[src/rtl/ps2_host_tx.sv]
// rtl/ps2_host_tx.sv - PS/2 host-to-device command transmitter
// Request-to-send, 10-bit LSB-first shift with odd parity, device ack check.
`timescale 1ns/1ps
module ps2_host_tx #(
  parameter int INHIBIT_CYCLES = 6000,
  parameter int SETUP_CYCLES   = 250,
  parameter int TIMEOUT_CYCLES = 750000
) (
  input  logic       CLK,
  input  logic       RST,
  input  logic [7:0] TX_DATA,
  input  logic       TX_START,
  input  logic       SCLK_IN,
  input  logic       SDATA_IN,
  output logic       SCLK_OE,
  output logic       SDATA_OE,
  output logic       BUSY,
  output logic       DONE,
  output logic       ERR
);

  localparam int DLY_MAX = (INHIBIT_CYCLES > SETUP_CYCLES) ? INHIBIT_CYCLES : SETUP_CYCLES;
  localparam int DW = $clog2(DLY_MAX + 1);
  localparam int TW = $clog2(TIMEOUT_CYCLES + 1);
  localparam logic [DW-1:0] INH_LAST = DW'(INHIBIT_CYCLES - 1);
  localparam logic [DW-1:0] SET_LAST = DW'(SETUP_CYCLES - 1);
  localparam logic [TW-1:0] TO_LAST  = TW'(TIMEOUT_CYCLES - 1);

  typedef enum logic [2:0] {
    S_IDLE, S_INHIBIT, S_SETUP, S_SEND, S_ACK, S_WAIT_IDLE
  } state_t;

  state_t        state, state_n;
  logic [DW-1:0] dly, dly_n;
  logic [TW-1:0] tcnt, tcnt_n;
  logic [3:0]    bit_cnt, bit_cnt_n;
  logic [9:0]    shift, shift_n;
  logic          data_oe, data_oe_n;
  logic          done_r, done_n;
  logic          err_r, err_n;
  logic          timed;

  logic sclk_s1, sclk_s2, sclk_prev, sdata_s1, sdata_s2, fall;

  // Lines idle high, so the synchronizers reset to 1 to avoid a false edge.
  always_ff @(posedge CLK) begin
    if (RST) begin
      sclk_s1   <= 1'b1;
      sclk_s2   <= 1'b1;
      sclk_prev <= 1'b1;
      sdata_s1  <= 1'b1;
      sdata_s2  <= 1'b1;
      fall      <= 1'b0;
    end else begin
      sclk_s1   <= SCLK_IN;
      sclk_s2   <= sclk_s1;
      sclk_prev <= sclk_s2;
      sdata_s1  <= SDATA_IN;
      sdata_s2  <= sdata_s1;
      fall      <= sclk_prev & ~sclk_s2;
    end
  end

  always_ff @(posedge CLK) begin
    if (RST) begin
      state   <= S_IDLE;
      dly     <= '0;
      tcnt    <= '0;
      bit_cnt <= '0;
      shift   <= '0;
      data_oe <= 1'b0;
      done_r  <= 1'b0;
      err_r   <= 1'b0;
    end else begin
      state   <= state_n;
      dly     <= dly_n;
      tcnt    <= tcnt_n;
      bit_cnt <= bit_cnt_n;
      shift   <= shift_n;
      data_oe <= data_oe_n;
      done_r  <= done_n;
      err_r   <= err_n;
    end
  end

  always_comb begin
    state_n   = state;
    dly_n     = dly;
    tcnt_n    = tcnt;
    bit_cnt_n = bit_cnt;
    shift_n   = shift;
    data_oe_n = data_oe;
    done_n    = 1'b0;
    err_n     = 1'b0;
    timed     = 1'b0;

    if (state == S_SEND || state == S_ACK || state == S_WAIT_IDLE) begin
      tcnt_n = tcnt + 1'b1;
      timed  = (tcnt == TO_LAST);
    end

    case (state)
      S_IDLE: begin
        data_oe_n = 1'b0;
        if (TX_START) begin
          shift_n = {1'b1, ~^TX_DATA, TX_DATA};
          dly_n   = '0;
          state_n = S_INHIBIT;
        end
      end
      S_INHIBIT: begin
        if (dly == INH_LAST) begin
          dly_n     = '0;
          data_oe_n = 1'b1;
          state_n   = S_SETUP;
        end else begin
          dly_n = dly + 1'b1;
        end
      end
      S_SETUP: begin
        if (dly == SET_LAST) begin
          bit_cnt_n = '0;
          tcnt_n    = '0;
          state_n   = S_SEND;
        end else begin
          dly_n = dly + 1'b1;
        end
      end
      S_SEND: begin
        if (fall) begin
          if (bit_cnt == 4'd10) begin
            state_n = S_ACK;
          end else begin
            data_oe_n = ~shift[0];
            shift_n   = {1'b1, shift[9:1]};
            bit_cnt_n = bit_cnt + 4'd1;
          end
        end
      end
      S_ACK: begin
        if (sdata_s2) begin
          err_n   = 1'b1;
          state_n = S_IDLE;
        end else begin
          state_n = S_WAIT_IDLE;
        end
      end
      S_WAIT_IDLE: begin
        if (sclk_s2 && sdata_s2) begin
          done_n  = 1'b1;
          state_n = S_IDLE;
        end
      end
      default: state_n = S_IDLE;
    endcase

    // Timeout overrides whatever the device did this cycle.
    if (timed) begin
      state_n   = S_IDLE;
      data_oe_n = 1'b0;
      done_n    = 1'b0;
      err_n     = 1'b1;
    end
  end

  assign SCLK_OE  = (state == S_INHIBIT) || (state == S_SETUP);
  assign SDATA_OE = data_oe;
  assign BUSY     = (state != S_IDLE);
  assign DONE     = done_r;
  assign ERR      = err_r;

endmodule

[config.mk]
export PLATFORM = sky130hd
export DESIGN_NAME = ps2_host_tx
export DESIGN_NICKNAME = d
export VERILOG_FILES = /design/src/rtl/ps2_host_tx.sv
export SDC_FILE = /design/constraint.sdc
export NUM_CORES = 1
export LEC_CHECK = 0
export BUFFER_PORTS_ARGS = -buffer_cell sky130_fd_sc_hd__buf_2
export CAP_MARGIN = 20
export CORE_UTILIZATION = 45
export DETAILED_ROUTE_END_ITERATION = 10
export SYNTH_ARGS = -nofsm -noshare
export SYNTH_HDL_FRONTEND = slang
export SYNTH_SLANG_ARGS = --single-unit
[constraint.sdc]
create_clock -name CLK -period 2.1 [get_ports CLK]
set_clock_uncertainty 0.05 [all_clocks]
set_input_delay 0.315 -clock CLK [delete_from_list [all_inputs] [get_ports CLK]]
set_output_delay 0.315 -clock CLK [all_outputs]
set_load 0.05 [all_outputs]
==> summary.txt, run 1 <==
Floorplanning
  – Placeable core region: 6422 µm²
  – DIE HEIGHT: roughly 84 µm
  – Area of the die: 7058 µm²
  – Top-level port count: 18
  – Width of the chip: around 84 µm
  – Row Count: 29
  – Starting Density: a little under half

Logic synthesis
  – Number of storage elements in the synthesis netlist: 59
  – Dominant register cell in the synthesized netlist: sky130_fd_sc_hd__dfxtp_1
  – Post-Synthesis Mean Instance Area: 8.270 µm²
  – Number of enable flip-flop cells after synthesis: 0
  – Summed instance area of the synthesized netlist: 3027 µm²
  – Dominant cell type by area after synthesis: sky130_fd_sc_hd__dfxtp_1
  – Synth Instances: 366
  – Net count after synthesis: 384
  – Top cells by area in the synthesized netlist: sky130_fd_sc_hd__dfxtp_1 39%, sky130_fd_sc_hd__a21oi_1 6.3%, sky130_fd_sc_hd__nor2_1 5.3%
  – Yosys Warn Count: 0
  – Xor and xnor area share after synthesis: 8.681%
  – Share of the synthesized area in compound gates (AO/OA/AOI/OAI): 16.99%
  – Async set-or-reset flop fraction in the synthesized netlist: 0%
  – Mux share of post-synthesis cell area: 0.3307%
  – Share of Yosys cell area claimed by the top area cell type: 39.02%
  – Count leader, synth: sky130_fd_sc_hd__dfxtp_1
  – Main combinational cell family by area after synthesis: simple AND/OR/NAND/NOR gates
  – Adder-cell area share of the yosys netlist: ~2.1%
  – Area fraction in and, or, nand and nor cells after synthesis: 29.47%
  – Part of the Yosys area used for sequential elements: between 30 and 40%
  – Top cell types by occurrence after synthesis: 59 x sky130_fd_sc_hd__dfxtp_1, 43 x sky130_fd_sc_hd__nor2_1, 38 x sky130_fd_sc_hd__a21oi_1, 35 x sky130_fd_sc_hd__nand2_1, 16 x sky130_fd_sc_hd__xnor2_1
  – Number of distinct library cell variants in the gate-level netlist after synthesis: between 50 and 60

Route
  – Routed wire length: 6712 µm
  – Count of unresolved DRC violations after routing: 0
  – Average wire length per cell after detail routing: 13.87 µm
  – Starting DRC count in detailed routing: 168
  – Number of nets with antenna violations after detailed routing: 0
  – Number of iterations in the first detailed-routing pass: 4
  – Total via count in the routed design: 2655
  – Post-detailed-route via-to-cell ratio: 5.486

STA
  – Accumulated negative setup slack: 0 ns
  – Endpoints failing hold: 0
  – Shortest clock period the worst path allows after layout: 1.987 ns
  – Final worst-path setup slack: 0.1133 ns
  – Hold_ws: ~0.11 ns
  – Headroom to the max-slew limit: roughly 44%
  – Final Cycle Share: a little over nine tenths
  – Transition time at the pin with the least slew margin: 0.8347 ns
  – Count of final setup violators: 0
  – RSZ-0062 raised after global routing: yes
  – Slew Viols, Final: 0
  – Fmax: 503.3 MHz

Cells and area
  – Number of diodes: 0
  – Count of non-filler cells in the finished layout: 484
  – Fraction of final layout cells with drive strength greater than 1: 18.18%
  – Area grow syn2layout: 17.16%
  – Total number of nets in the final design: 421

Placement
  – Quantity of I/O buffers inserted on ports: 17
  – Detailed placement HPWL: between 4000 and 5000 µm
  – Gp weighted congestion: 0.8719
  – Post-place setup slack: ~0.11 ns
  – Placed Instances: around 470

Worst setup path
  – CP endpoint kind: flop
  – Data required time of the worst path: 2.31 ns
  – Element type at the critical path start: flop
  – Worst path top cell family by delay: simple AND/OR/NAND/NOR gates
  – Critical path's slowest cell: sky130_fd_sc_hd__or4b_1
  – Worst EP arrival: 2.20 ns
  – Buf+Inv Stages, Crit Path: 1
  – Slowest Stage Delay on Critical Path: 0.52 ns
  – Critical Path, Cell by Cell: or3_1 > nor4_4 > buf_6 > o22ai_4 > or4b_1 > a21oi_1
  – Setup Crit Path Kind: flop to flop
  – CP max FO: 6

Run status
  – Run status: finished clean

Clocking
  – Clock H-tree levels: 3
  – CTS tree: done
  – Max Root-Sink Buffers: 2
  – Total CTS buffers: 9
  – Clock-pin slew on the worst setup and hold paths: roughly 0.070 ns
  – Clock Tree Root: sky130_fd_sc_hd__clkbuf_8
  – TritonCTS Sinks: 59
  – Clk Latency, worst-skew pair: 0.33 ns

GRT
  – Global-route wire length before repair: 11430 µm
  – Via count of the first global-routing pass: 2432
  – Tot GR Track Use: 20.51%
  – Largest net degree at the start of global routing: 26
  – Initial antenna violation count: 0
  – Congestion Overflow GR: 0

Pwr
  – Total chip power: between 3000 and 4000 µW
  – Power Dens Cells: 920.7 nW/µm²
  – Worst ir drop on vdd: 0.0004006 V
  – Leakage power: 0.001344 µW

Run
  – Number of max-cap violations: 0

Worst hold path
  – Tightest Hold Check Type: primary input to flop
registers in the layout, indices dropped and copies added (netlist names), 3 cells and up:
| name | flops |
|---|---|
| bit_cnt | 4 |
| dly | 13 |
| shift | 10 |
| state | 3 |
| tcnt | 20 |
layout by cell type (no fill, tap or decap), types with 4 or more instances in the layout:
master and n:
sky130_fd_sc_hd__nor3_1 9, sky130_fd_sc_hd__clkbuf_8 11, sky130_fd_sc_hd__or2_2 8, sky130_fd_sc_hd__xor2_1 14, sky130_fd_sc_hd__dfxtp_1 57, sky130_fd_sc_hd__buf_4 23, sky130_fd_sc_hd__a21oi_1 38, sky130_fd_sc_hd__nand3b_1 6
sky130_fd_sc_hd__a211oi_1 5, sky130_fd_sc_hd__nand2b_1 4, sky130_fd_sc_hd__nand3_1 14, sky130_fd_sc_hd__o21ai_0 15, sky130_fd_sc_hd__a21o_1 4, sky130_fd_sc_hd__inv_1 10, sky130_fd_sc_hd__and4_1 4, sky130_fd_sc_hd__or3_1 8
sky130_fd_sc_hd__xnor2_1 16, sky130_fd_sc_hd__buf_2 16, sky130_fd_sc_hd__nor2_1 43, sky130_fd_sc_hd__nand4_1 7, sky130_fd_sc_hd__and3_1 4, sky130_fd_sc_hd__nand2_1 35, sky130_fd_sc_hd__ha_1 5
where the power goes:
group | switching, µW | internal [µW] | total, µW | leakage, µW
Combinational | 587 | 364 | 951 | 0.000765
Clock | 426 | 606 | 1030 | 0.0000995
Sequential | 75.0 | 1210 | 1280 | 0.000479
Total | 1090 | 2180 | 3260 | 0.00134
cell type report:
class	instances	area (µm²)
repair buffers	41	284.0
clock buffers	13	158.9
flip-flops and latches	59	1184
well taps	77	96.34
clock inverters	2	35.03
fillers	599	2877
multi-input cells	282	1750
inverters	10	37.54
metrics by stage:
| step | util [%] | instance area (µm²) |
|---|---|---|
| floorplan | - | 3027 |
| global placement | 51.92 | 3334 |
| detailed placement | 51.92 | 3334 |
| CTS | 54.94 | 3528 |
| global route | 55.21 | 3546 |
| finish | 55.21 | 3546 |
path summary, 6_finish.rpt:
path / start / endpoint / slack [ns] / cells past startpoint
setup / recovery: dly[8] / state[0] / 0.11 / 6
hold / removal: SDATA_IN / sdata_s1 / 0.11 / 2
setup reg to reg: dly[8] / state[0] / 0.11 / 6
hold reg to reg: sdata_s1 / sdata_s2 / 0.36 / 1
routing by layer:
metal	share of wire (%)	up-vias	wire length, µm	track usage, %
li1	-	1368	-	-
met1	50	1235	3337	27.67
met2	45	39	2997	30.48
met3	3.8	13	254	5.242
met4	1.8	0	123	9.718
met5	0	-	0	0
logic make-up (layout without fill, tap and decap cells):
| kind of cell | Yosys count | count (layout) |
|---|---|---|
| AND/OR/NAND/NOR | 165 | 165 |
| AO/OA/AOI/OAI | 81 | 81 |
| flip-flops | 59 | 59 |
| XOR/XNOR | 30 | 30 |
| buffers and inverters | 25 | 66 |
| adder cells (fa/ha/maj) | 5 | 5 |
| multiplexers | 1 | 1 |
repair_timing:
action,CTS,global route
setup buffers,0,0
resized for setup,0,6
hold buffers,0,0
setup endpoints to repair,0,13
(Power assumes the default switching activity.)
==> inputs of run 2 (changes only) <==
Settings changed: GPL_TIMING_DRIVEN from default to 0.
==> summary.txt, run 2 (same netlist as run 1, synthesis figures left out) <==
Worst setup path
  – Capture point of the worst reg-to-reg path: state[0] (unchanged)
  – Setup Crit Path Kind: flop to flop (unchanged)
  – Number of cell instances on the worst register-to-register path: 6 (unchanged)
  – Slowest Stage Delay on Critical Path: 0.47 ns (was 0.52 ns)
  – Element type at the critical path start: flop (unchanged)
  – Critical Path, Cell by Cell: or3_4 > nor4_4 > buf_4 > o22ai_4 > or4b_1 > a21oi_1 (was or3_1 > nor4_4 > buf_6 > o22ai_4 > or4b_1 > a21oi_1)
  – CP max FO: 6 (unchanged)
  – Worst EP arrival: 2.24 ns (was 2.20 ns)
  – Data required time of the worst path: 2.31 ns (about the same)
  – Critical path's slowest cell: sky130_fd_sc_hd__or4b_1 (unchanged)
  – Reg2Reg Setup Slack: 0.07 ns (was 0.11 ns)
  – Buf+Inv Stages, Crit Path: 1 (unchanged)
  – Logic depth of the worst setup path including buffers: 6 (unchanged)
  – Worst path top cell family by delay: simple AND/OR/NAND/NOR gates (unchanged)
  – CP endpoint kind: flop (unchanged)
  – Reg-to-Reg Start: dly[8] (unchanged)

Placement
  – Detailed placement HPWL: 4837 µm (was 4735 µm)
  – Quantity of I/O buffers inserted on ports: 17 (unchanged)
  – Placed Instances: 460 (was 469)
  – Post-place setup slack: -0.1492 ns (was 0.1118 ns)
  – Gp weighted congestion: 0.7953 (was 0.8719)

Cells and area
  – Count of non-filler cells in the finished layout: 488 (was 484)
  – Register name with the most flops: tcnt (unchanged)
  – Commonest cells after routing, fill and taps aside: 57 x sky130_fd_sc_hd__dfxtp_1, 43 x sky130_fd_sc_hd__nor2_1, 38 x sky130_fd_sc_hd__a21oi_1 (unchanged)
  – Total number of nets in the final design: 425 (was 421)
  – Number of diodes: 0 (unchanged)
  – Area grow syn2layout: 16.78% (was 17.16%)
  – Max FFs per register: 20 (unchanged)
  – Biggest regs: tcnt (20), dly (13), shift (10) (unchanged)
  – Commonest non-fill, non-tap cell in the layout: sky130_fd_sc_hd__dfxtp_1 (unchanged)
  – Fraction of final layout cells with drive strength greater than 1: 19.22% (was 18.18%)

Route
  – Routed wire length: 6841 µm (was 6712 µm)
  – Number of iterations in the first detailed-routing pass: 4 (unchanged)
  – Count of unresolved DRC violations after routing: 0 (unchanged)
  – Total via count in the routed design: 2678 (was 2655)
  – Average wire length per cell after detail routing: 14.02 µm (was 13.87 µm)
  – Starting DRC count in detailed routing: 93 (was 168)
  – Number of nets with antenna violations after detailed routing: 0 (unchanged)
  – Post-detailed-route via-to-cell ratio: 5.488 (was 5.486)

STA
  – Final worst-path setup slack: 0.07368 ns (was 0.1133 ns)
  – Count of final setup violators: 0 (unchanged)
  – Final Cycle Share: 96.49% (was 94.60%)
  – Shortest clock period the worst path allows after layout: 2.026 ns (was 1.987 ns)
  – Fmax: 493.5 MHz (was 503.3 MHz)
  – Transition time at the pin with the least slew margin: 0.5019 ns (was 0.8347 ns)
  – Headroom to the max-slew limit: 65.67% (was 44.35%)
  – Slew Viols, Final: 0 (unchanged)
  – Endpoints failing hold: 0 (unchanged)

Run
  – Number of max-cap violations: 0 (unchanged)

Clocking
  – Clock-pin slew on the worst setup and hold paths: 0.06 ns (was 0.07 ns)
  – TritonCTS Sinks: 59 (unchanged)
  – CTS tree: done (unchanged)
  – Total CTS buffers: 9 (unchanged)
  – Count of hold-fix buffers inserted at cts: 0 (unchanged)
  – Clock Tree Root: sky130_fd_sc_hd__clkbuf_8 (unchanged)
  – Clock H-tree levels: 3 (unchanged)
  – Max Root-Sink Buffers: 2 (unchanged)
  – Clk Latency, worst-skew pair: 0.33 ns (about the same)

Floorplanning
  – DIE HEIGHT: 84.01 µm (unchanged)
  – Area of the die: 7058 µm² (unchanged)
  – Row Count: 29 (unchanged)
  – Placeable core region: 6422 µm² (unchanged)
  – Top-level port count: 18 (unchanged)
  – Starting Density: 47.13% (unchanged)
  – Width of the chip: 84.01 µm (unchanged)

GRT
  – Global-route wire length before repair: 11740 µm (was 11430 µm)
  – Tot GR Track Use: 20.78% (was 20.51%)
  – Largest net degree at the start of global routing: 11 (was 26)
  – Initial antenna violation count: 0 (unchanged)
  – Congestion Overflow GR: 0 (unchanged)
  – Via count of the first global-routing pass: 2553 (was 2432)

Worst hold path
  – Startpoint of the lowest-slack hold path: SCLK_IN (was SDATA_IN)
  – Hold-critical path depth: 2 (unchanged)
  – Min-Delay Endpoint: sclk_s1 (was sdata_s1)
  – Tightest Hold Check Type: primary input to flop (unchanged)

Run status
  – Run status: finished clean (unchanged)

Pwr
  – Worst ir drop on vdd: 0.0004686 V (was 0.0004006 V)
  – Leakage power: 0.001311 µW (was 0.001344 µW)
  – Power Dens Cells: 887.5 nW/µm² (was 920.7 nW/µm²)
## run 2: worst max-delay path by stage
stage,to,slack [ns],from
after floorplan,state[0],0.16,dly[0]
after global placement,tcnt[2],-0.11,dly[0]
after CTS,tcnt[13],-0.003,state[1]
after detailed placement,shift[3],-0.15,state[1]
final,state[0],0.07,dly[8]
after global routing,tcnt[10],-0.009,state[1]
## run 2: routing by layer
layer  wire length [µm]  up-vias  track usage, %
li1                   -     1380               -
met1               3353     1249           26.61
met2               3215       42           34.43
met3                184        7           3.561
met4                 87        0           8.777
met5                  0        -               0
## run 2: cell type report
type / count / area, µm²
flip-flops and latches: 59 / 1186
multi-input cells: 282 / 1793
fillers: 616 / 2888
clock inverters: 3 / 15.01
clock buffers: 12 / 145.1
repair buffers: 31 / 190.2
well taps: 77 / 96.34
inverters: 10 / 37.54
plain buffers: 14 / 71.32
## run 2: power by group
| part | internal (µW) | switching [µW] |
|---|---|---|
| clock | 448 | 420 |
| combinational | 377 | 643 |
| sequential | 1200 | 47.1 |
| total | 2030 | 1110 |
## run 2: repair_timing
item / 4_1_cts / 5_1_grt
gates cloned: 0 / 0
setup buffers: 3 / 11
endpoints found under the setup margin: 36 / 35
resized for setup: 6 / 15
pin swaps: 3 / 6
## run 2: per-stage QoR
step	setup TNS [ns]	power [µW]	utilization [%]	instance area, µm²	hold WS, ns
6_report	0	3137	55.04	3535	0.1184
5_1_grt	-0.009247	3341	55.04	3535	0.1140
4_1_cts	-0.003099	3083	53.22	3418	0.1060
3_5_place_dp	-3.748	2190	49.95	3208	0.3443
3_3_place_gp	-2.902	2177	49.95	3208	0.3436
2_1_floorplan	0	1966	-	3027	0.3395
==> inputs of run 3 (changes only) <==
Settings changed: ABC_AREA from default to 0, PLACE_DENSITY_LB_ADDON from default to 0.12.
==> summary.txt, run 3 (same netlist as run 1, synthesis figures left out) <==
Pwr
  – Relative contribution of the clock network to total power: 29.1% (was 27.7%)
  – Switching share of power: 35.54% (was 35.39%)
  – Leakage power: 0.001297 µW (was 0.001311 µW)
  – Worst ir drop on vdd: 0.0004149 V (was 0.0004686 V)
  – Power Dens Cells: 901.7 nW/µm² (was 887.5 nW/µm²)
  – Sw power: 1133 µW (was 1110 µW)
  – Proportion of power drawn by combinational gates: 31.7% (was 32.5%)
  – Total chip power: 3187 µW (was 3137 µW)
  – Internal power component: 2055 µW (was 2027 µW)
  – Flop pwr share: 39.2% (was 39.8%)

Cells and area
  – Register name with the most flops: tcnt (unchanged)
  – Commonest cells after routing, fill and taps aside: 56 x sky130_fd_sc_hd__dfxtp_1, 43 x sky130_fd_sc_hd__nor2_1, 37 x sky130_fd_sc_hd__a21oi_1 (was 57 x sky130_fd_sc_hd__dfxtp_1, 43 x sky130_fd_sc_hd__nor2_1, 38 x sky130_fd_sc_hd__a21oi_1)
  – Biggest regs: tcnt (20), dly (13), shift (10) (unchanged)
  – Number of diodes: 0 (unchanged)
  – Fraction of final layout cells with drive strength greater than 1: 18.83% (was 19.22%)
  – Area grow syn2layout: 16.78% (unchanged)
  – Total number of nets in the final design: 422 (was 425)
  – Summed area of non-filler cells in the final layout: 3535 µm² (unchanged)
  – Max FFs per register: 20 (unchanged)
  – Commonest non-fill, non-tap cell in the layout: sky130_fd_sc_hd__dfxtp_1 (unchanged)

Worst setup path
  – Worst path top cell family by delay: simple AND/OR/NAND/NOR gates (unchanged)
  – CP max FO: 6 (unchanged)
  – Element type at the critical path start: flop (unchanged)
  – Buf+Inv Stages, Crit Path: 1 (unchanged)
  – Worst EP arrival: 2.26 ns (was 2.24 ns)
  – Setup Crit Path Kind: flop to flop (unchanged)
  – CP endpoint kind: flop (unchanged)
  – Capture point of the worst reg-to-reg path: state[0] (unchanged)
  – Termination of the worst setup path: state[0] (unchanged)
  – Number of cell instances on the worst register-to-register path: 6 (unchanged)
  – Slowest Stage Delay on Critical Path: 0.48 ns (was 0.47 ns)
  – CP startpoint: dly[8] (unchanged)
  – Data required time of the worst path: 2.31 ns (about the same)
  – Logic depth of the worst setup path including buffers: 6 (unchanged)
  – Critical Path, Cell by Cell: or3_4 > nor4_4 > buf_4 > o22ai_4 > or4b_1 > a21oi_1 (unchanged)
  – Reg-to-Reg Start: dly[8] (unchanged)
  – Critical path's slowest cell: sky130_fd_sc_hd__or4b_1 (unchanged)
  – Reg2Reg Setup Slack: 0.06 ns (was 0.07 ns)

Worst hold path
  – Tightest Hold Check Type: primary input to flop (unchanged)
  – Startpoint of the lowest-slack hold path: SDATA_IN (was SCLK_IN)

STA
  – Headroom to the max-slew limit: 65.10% (was 65.67%)
  – Endpoints failing hold: 0 (unchanged)
  – Accumulated negative setup slack: 0 ns (unchanged)
  – Fmax: 489.4 MHz (was 493.5 MHz)
  – Hold_ws: 0.1141 ns (was 0.1184 ns)
  – Slew Viols, Final: 0 (unchanged)
  – Count of final setup violators: 0 (unchanged)
  – Shortest clock period the worst path allows after layout: 2.043 ns (was 2.026 ns)
  – Transition time at the pin with the least slew margin: 0.5103 ns (was 0.5019 ns)
  – RSZ-0062 raised after global routing: yes
  – Final Cycle Share: 97.31% (was 96.49%)
  – Final worst-path setup slack: 0.05653 ns (was 0.07368 ns)

Placement
  – Placed cell area: 3208 µm² (unchanged)
  – Gp weighted congestion: 0.8252 (was 0.7953)
  – Post-place setup slack: -0.1344 ns (was -0.1492 ns)
  – Detailed placement HPWL: 4758 µm (was 4837 µm)
  – Quantity of I/O buffers inserted on ports: 17 (unchanged)

Route
  – Average wire length per cell after detail routing: 14.56 µm (was 14.02 µm)
  – Count of unresolved DRC violations after routing: 3 (was 0)
  – Routed wire length: 7077 µm (was 6841 µm)
  – Number of iterations in the first detailed-routing pass: 9 (was 4)
  – Starting DRC count in detailed routing: 133 (was 93)
  – Number of nets with antenna violations after detailed routing: 0 (unchanged)
  – Total via count in the routed design: 2750 (was 2678)
  – Post-detailed-route via-to-cell ratio: 5.658 (was 5.488)

GRT
  – Global routing usage on met2: 33.53% (was 34.43%)
  – Global-route wire length before repair: 11490 µm (was 11740 µm)
  – Tot GR Track Use: 20.57% (was 20.78%)
  – GR Util met1: 26.12% (was 26.61%)
  – Via count of the first global-routing pass: 2472 (was 2553)
  – Met3 global-route usage: 5.935% (was 3.561%)
  – Congestion Overflow GR: 0 (unchanged)
  – Largest net degree at the start of global routing: 11 (unchanged)
  – Initial antenna violation count: 0 (unchanged)
  – Most Used Layer, Global Route: met2 (unchanged)

Clocking
  – Count of hold-fix buffers inserted at cts: 0 (unchanged)
  – Clock H-tree levels: 3 (unchanged)
  – Total CTS buffers: 9 (unchanged)
  – CTS tree: done (unchanged)
  – Clk Latency, worst-skew pair: 0.34 ns (was 0.33 ns)
  – Clock-pin slew on the worst setup and hold paths: 0.07 ns (was 0.06 ns)
  – Clock Tree Root: sky130_fd_sc_hd__clkbuf_8 (unchanged)
  – Max Root-Sink Buffers: 2 (unchanged)
  – TritonCTS Sinks: 59 (unchanged)

Floorplanning
  – Top-level port count: 18 (unchanged)
  – Row Count: 29 (unchanged)
  – DIE HEIGHT: 84.01 µm (unchanged)
  – Area of the die: 7058 µm² (unchanged)
  – Width of the chip: 84.01 µm (unchanged)
  – Placeable core region: 6422 µm² (unchanged)
  – Starting Density: 47.13% (unchanged)

Run status
  – Run status: complete, but fails checks (was finished clean)
  – Failing checks: design-rule violations

Run
  – Number of max-cap violations: 0 (unchanged)
## run 3: cell types whose count changed in the layout (fill, tap and decap cells not counted), sizes merged
cell | before | now
buf | 31 | 29
a2111o | 1 | 2
clkinv | 3 | 2
## run 3: final cells by class
type | count | area (µm²)
inverters | 10 | 37.54
repair buffers | 27 | 162.7
plain buffers | 14 | 67.56
clock inverters | 2 | 10.01
fillers | 636 | 2888
clock buffers | 14 | 162.7
well taps | 77 | 96.34
flip-flops and latches | 59 | 1187
multi-input cells | 283 | 1810
## run 3: layer usage
metal  vias up  wire (µm)
met4         0         90
met2        47       3312
li1       1381          -
met3        11        258
met1      1311       3415
met5         -          0
## run 3: metrics by stage
step / util, % / cells
5_1_grt: 55.04 / 486
6_report: 55.04 / 486
4_1_cts: 53.34 / 479
2_1_floorplan: - / 366
3_3_place_gp: 49.95 / 460
3_5_place_dp: 49.95 / 460
## run 3: timing repair
action                                 CTS  global route
gates cloned                             0             1
buffers inserted                         3             7
setup endpoints to repair               35            29
resized for setup                        6            14
pin swaps                                2             6
endpoints found under the hold margin    0             0
## run 3: worst min-delay path by stage
stage          cells past startpoint  slack, ns  endpoint
5_1_grt                            2       0.09  sdata_s1
3_3_place_gp                       1       0.34   sclk_s2
2_1_floorplan                      1       0.34   sclk_s2
6_report                           2       0.11  sdata_s1
4_1_cts                            2        0.1  sdata_s1
3_5_place_dp                       1       0.34  sdata_s2
## run 3: power groups by stage
stage | clock, µW | combinational, µW | sequential (µW)
after global placement | 0 | 907 | 1270
final | 926 | 1010 | 1250
after CTS | 946 | 938 | 1250
after detailed placement | 0 | 913 | 1270
after floorplan | 0 | 679 | 1290
after global routing | 1010 | 1100 | 1260
